===== config.mk =====
export PLATFORM = sky130hd
export DESIGN_NAME = stitch_pipeline_out_fifo
export DESIGN_NICKNAME = d
export VERILOG_FILES = /design/src/rtl/stitch_pipeline_out_fifo.sv
export SDC_FILE = /design/constraint.sdc
export NUM_CORES = 1
export LEC_CHECK = 0
export BUFFER_PORTS_ARGS = -buffer_cell sky130_fd_sc_hd__clkbuf_2
export CORE_MARGIN = 5
export CORE_UTILIZATION = 37
export CTS_CLUSTER_DIAMETER = 80
export CTS_CLUSTER_SIZE = 16
export DETAILED_ROUTE_END_ITERATION = 6
export PLACE_DENSITY = 0.54
export SYNTH_ARGS = -nofsm -noshare
export SYNTH_HDL_FRONTEND = slang
export SYNTH_SLANG_ARGS = --single-unit
export TNS_END_PERCENT = 20

===== constraint.sdc =====
create_clock -name clk -period 2.6 [get_ports clk]
set_input_delay 0.52 -clock clk [delete_from_list [all_inputs] [get_ports clk]]
set_output_delay 0.52 -clock clk [all_outputs]
set_load 0.01 [all_outputs]

===== src/rtl/stitch_pipeline_out_fifo.sv =====
// Output buffer for a stall-free valid-only pipeline: FWFT FIFO plus credit
// counter so the pipeline never launches more items than the FIFO can absorb.
module stitch_pipeline_out_fifo #(
  parameter int unsigned DATA_WIDTH = 32,
  parameter int unsigned DEPTH      = 4
) (
  input  logic                           clk,
  input  logic                           rst,
  input  logic                           issue_valid,
  output logic                           issue_ready,
  input  logic                           in_valid,
  input  logic [DATA_WIDTH-1:0]          in_data,
  output logic                           out_valid,
  output logic [DATA_WIDTH-1:0]          out_data,
  input  logic                           out_ready,
  output logic [$clog2(DEPTH+1)-1:0]     count,
  output logic                           overflow,
  output logic                           issue_error
);

  localparam int unsigned CW = $clog2(DEPTH + 1);
  localparam int unsigned PW = (DEPTH > 1) ? $clog2(DEPTH) : 1;

  logic [DATA_WIDTH-1:0] mem [DEPTH];
  logic [PW-1:0]         rd_ptr;
  logic [PW-1:0]         wr_ptr;
  logic [CW-1:0]         reserved;

  logic full;
  logic pop;
  logic push;
  logic issue_fire;
  logic credit_ret;

  function automatic logic [PW-1:0] next_ptr(input logic [PW-1:0] p);
    return (p == PW'(DEPTH - 1)) ? '0 : PW'(p + PW'(1));
  endfunction

  // Head is visible straight from storage; no same-cycle bypass of in_data.
  assign out_valid   = (count != '0);
  assign out_data    = mem[rd_ptr];
  assign full        = (count == CW'(DEPTH));
  assign pop         = out_valid & out_ready;
  assign push        = in_valid & (~full | pop);
  assign issue_ready = (reserved < CW'(DEPTH));
  assign issue_fire  = issue_valid & issue_ready;
  // Never return a credit that was not taken, so reserved cannot wrap below zero.
  assign credit_ret  = pop & (reserved != '0);

  always_ff @(posedge clk) begin
    if (push) begin
      mem[wr_ptr] <= in_data;
    end
  end

  always_ff @(posedge clk or posedge rst) begin
    if (rst) begin
      rd_ptr      <= '0;
      wr_ptr      <= '0;
      count       <= '0;
      reserved    <= '0;
      overflow    <= 1'b0;
      issue_error <= 1'b0;
    end else begin
      if (push) begin
        wr_ptr <= next_ptr(wr_ptr);
      end
      if (pop) begin
        rd_ptr <= next_ptr(rd_ptr);
      end

      case ({push, pop})
        2'b10:   count <= CW'(count + CW'(1));
        2'b01:   count <= CW'(count - CW'(1));
        default: count <= count;
      endcase

      case ({issue_fire, credit_ret})
        2'b10:   reserved <= CW'(reserved + CW'(1));
        2'b01:   reserved <= CW'(reserved - CW'(1));
        default: reserved <= reserved;
      endcase

      if (in_valid && full && !pop) begin
        overflow <= 1'b1;
      end
      if (issue_valid && !issue_ready) begin
        issue_error <= 1'b1;
      end
    end
  end

endmodule


==> qor.csv <==
metric,value,unit
status,"finished, final reports clean",
Area Growth Syn to Fin,22.5,%
critical path class,flop to primary output,
Synth Register Bits,140,
first-pass GRT wire length,14600,um
wire per inst,17.8,um
later-pin clock latency in the skew report,0.41,ns
Net Switching,2.17,mW
Max Slew Vio Count,0,
register area share after synthesis,0.776,
die width,130,um
utilization after layout,0.455,
final setup vio count,0,
maximum capacitance violations,0,
largest net degree at the start of global routing,23,
clock-pin slew on the worst setup and hold paths,0.05,ns
vias per inst,4.75,
crit path time final,2.32,ns
DR DRC count,0,
setup TNS,0,ns
Die Height,130,um
Slew @ Worst Pin,0.508,ns
htree depth,4,
post-CTS setup buffers,0,
Hold Path Class,primary input to async pin,
input/output buffers,75,
total grt overflow,0,
Syn Std Cell Area,5340,um^2
I/O pin count,76,
Setup WS post-layout,0.277,ns
layout cell share with drive strength beyond 1,0.454,
"Hold Vio Cnt, Final",0,
leak pwr,2.37,nW
total routed wirelength,9300,um
Place WS,0.399,ns
CTS tree,yes,
Slew headroom,0.661,
final cell count without fillers,521,
syn_area_per_cell,23.3,um^2
Fmax,430,MHz
CTS root buf,clkbuf_16,
Int Pwr,5.49,mW
initial core utilization,0.372,
Fill cells,1230,
RePlAce Congestion,0.656,
met1 Resource Use GR,0.151,
Max rail drop VDD,0.613,mV
Yosys cell types,23,
critical-path maximum fanout,14,
Tcrit/Tclk final,0.893,
Vias,2476,
clock buffer depth,2,
Startpoint Class,flop,
core area,14400,um^2
Global Route Usage Sum,0.122,
busiest grt layer,met2,
Sw Share,0.284,
Placed Cells,490,
Initial DRC Count,112,
met2 capacity usage during global routing,0.186,
initial antenna violation count,0,
hpwl dp,5900,um
Rows,44,
Worst Path Required,2.08,ns
Post-DRT Antenna Nets,0,
CTS-repair resized insts,0,
RSZ-0062 raised after global routing,no,
post-place instance area,6000,um^2
GRT met3 Usage,0.0553,
Mapped Cells,229,
crit end category,primary output,
length of the first detailed-routing pass in iterations,4,
die area,16900,um^2
Synthesized Nets,275,
combinational share of power,0.296,
Pwr Total,7.66,mW
worst clock skew,0.00568,ns
Hold Buf Count CTS,0,
synth warn,0,
post-route cell area,6540,um^2
clock share of power,0.287,
Power Density,1170,nW/um^2
CTS Buf Count,17,
number of global-route vias before repair,2728,
CP arrival,1.80,ns
Fin Hold WS,0.115,ns
Antenna Cells,0,
Final nets,371,
Sinks on Clock Net,140,
sequential share of power,0.417,
synth_stat cells:
cell type | number | area [um^2]
edfxtp_1 | 128 | 3840
mux4_2 | 32 | 721
dfrtp_1 | 12 | 300
inv_1 | 12 | 45.0
ha_1 | 7 | 87.6
and2_1 | 4 | 25.0
buf_6 | 4 | 45.0
nor2_1 | 4 | 15.0
buf_2 | 3 | 15.0
xnor2_1 | 3 | 26.3
xor2_1 | 3 | 26.3
a21o_1 | 2 | 15.0
fa_1 | 2 | 40.0
mux2_2 | 2 | 22.5
mux2_4 | 2 | 30.0
mux2i_1 | 2 | 20.0
a31oi_1 | 1 | 6.26
clkbuf_1 | 1 | 3.75
nand2_1 | 1 | 3.75
nand2_2 | 1 | 6.26
nor2b_2 | 1 | 8.76
nor4b_4 | 1 | 23.8
or3_4 | 1 | 11.3
power groups by stage:
stage / clock network [mW] / logic [mW] / registers [mW]
after floorplan: 0 / 1.57 / 3.17
after global placement: 0 / 2.35 / 3.23
after detailed placement: 0 / 2.36 / 3.25
after CTS: 2.26 / 2.36 / 3.21
after global routing: 2.38 / 2.50 / 3.25
final: 2.20 / 2.26 / 3.20
worst max-delay path, cell delays in order (launching register included):
cell and delay, ns:
dfrtp_2 0.38, buf_4 0.30, mux4_2 0.56, clkbuf_2 0.15
cells in the final DEF (no fill, tap or decap), drive strengths merged:
master / n
edfxtp: 128
clkbuf: 95
mux4: 32
inv: 12
dfrtp: 12
buf: 10
ha: 7
clkinv: 7
nor2: 4
and2: 4
mux2: 4
xor2: 3
xnor2: 3
mux2i: 2
a21o: 2
fa: 2
bufinv: 2
clkinvlp: 2
nand2: 2
nor4b: 1
nor2b: 1
or3: 1
a31oi: 1
sequential cells by signal, summed over array words and instances, names as in the netlist:
| name | flops |
|---|---|
| rd_ptr | 2 |
| overflow | 1 |
| count | 3 |
| wr_ptr | 2 |
| reserved | 3 |
| mem | 128 |
| issue_error | 1 |
worst paths after layout:
check	from	to	slack [ns]	cells past startpoint
worst max-delay path	rd_ptr[0]	out_data[5]	0.28	3
worst min-delay path	rst	wr_ptr[0]	0.12	2
worst max register to register	count[0]	count[2]	0.54	9
worst min register to register	issue_error	issue_error	0.45	1
max in group asynchronous	rst	rd_ptr[0]	2.12	2
min in group clk	in_data[31]	mem[1][31]	0.33	1
final cells by class:
cell class | count | area, um^2 | area share
Clock buffer | 20 | 437 | 0.0667
Clock inverter | 11 | 103 | 0.0157
Multi-Input combinational cell | 69 | 1090 | 0.167
Tap cell | 184 | 230 | 0.0352
Timing Repair Buffer | 85 | 488 | 0.0746
Sequential cell | 140 | 4150 | 0.634
Inverter | 12 | 45.0 | 0.00688
per-layer routing:
| layer | vias up | part of all wire |
|---|---|---|
| li1 | 1123 | - |
| met1 | 1269 | 0.43 |
| met2 | 77 | 0.49 |
| met3 | 7 | 0.069 |
| met4 | 0 | 0.0098 |
| met5 | - | 0 |
cell families after synthesis:
logic type,count (synthesis),share of synthesized area
muxes,38,0.149
DFF,140,0.776
AOI/OAI and AO/OA,3,0.00398
adders and majority gates,9,0.0239
and+or+nand+nor,13,0.0176
buffers and inverters,20,0.0204
xor gates and xnor gates,6,0.00984
No activity file was read; power rests on OpenSTA's default activity.
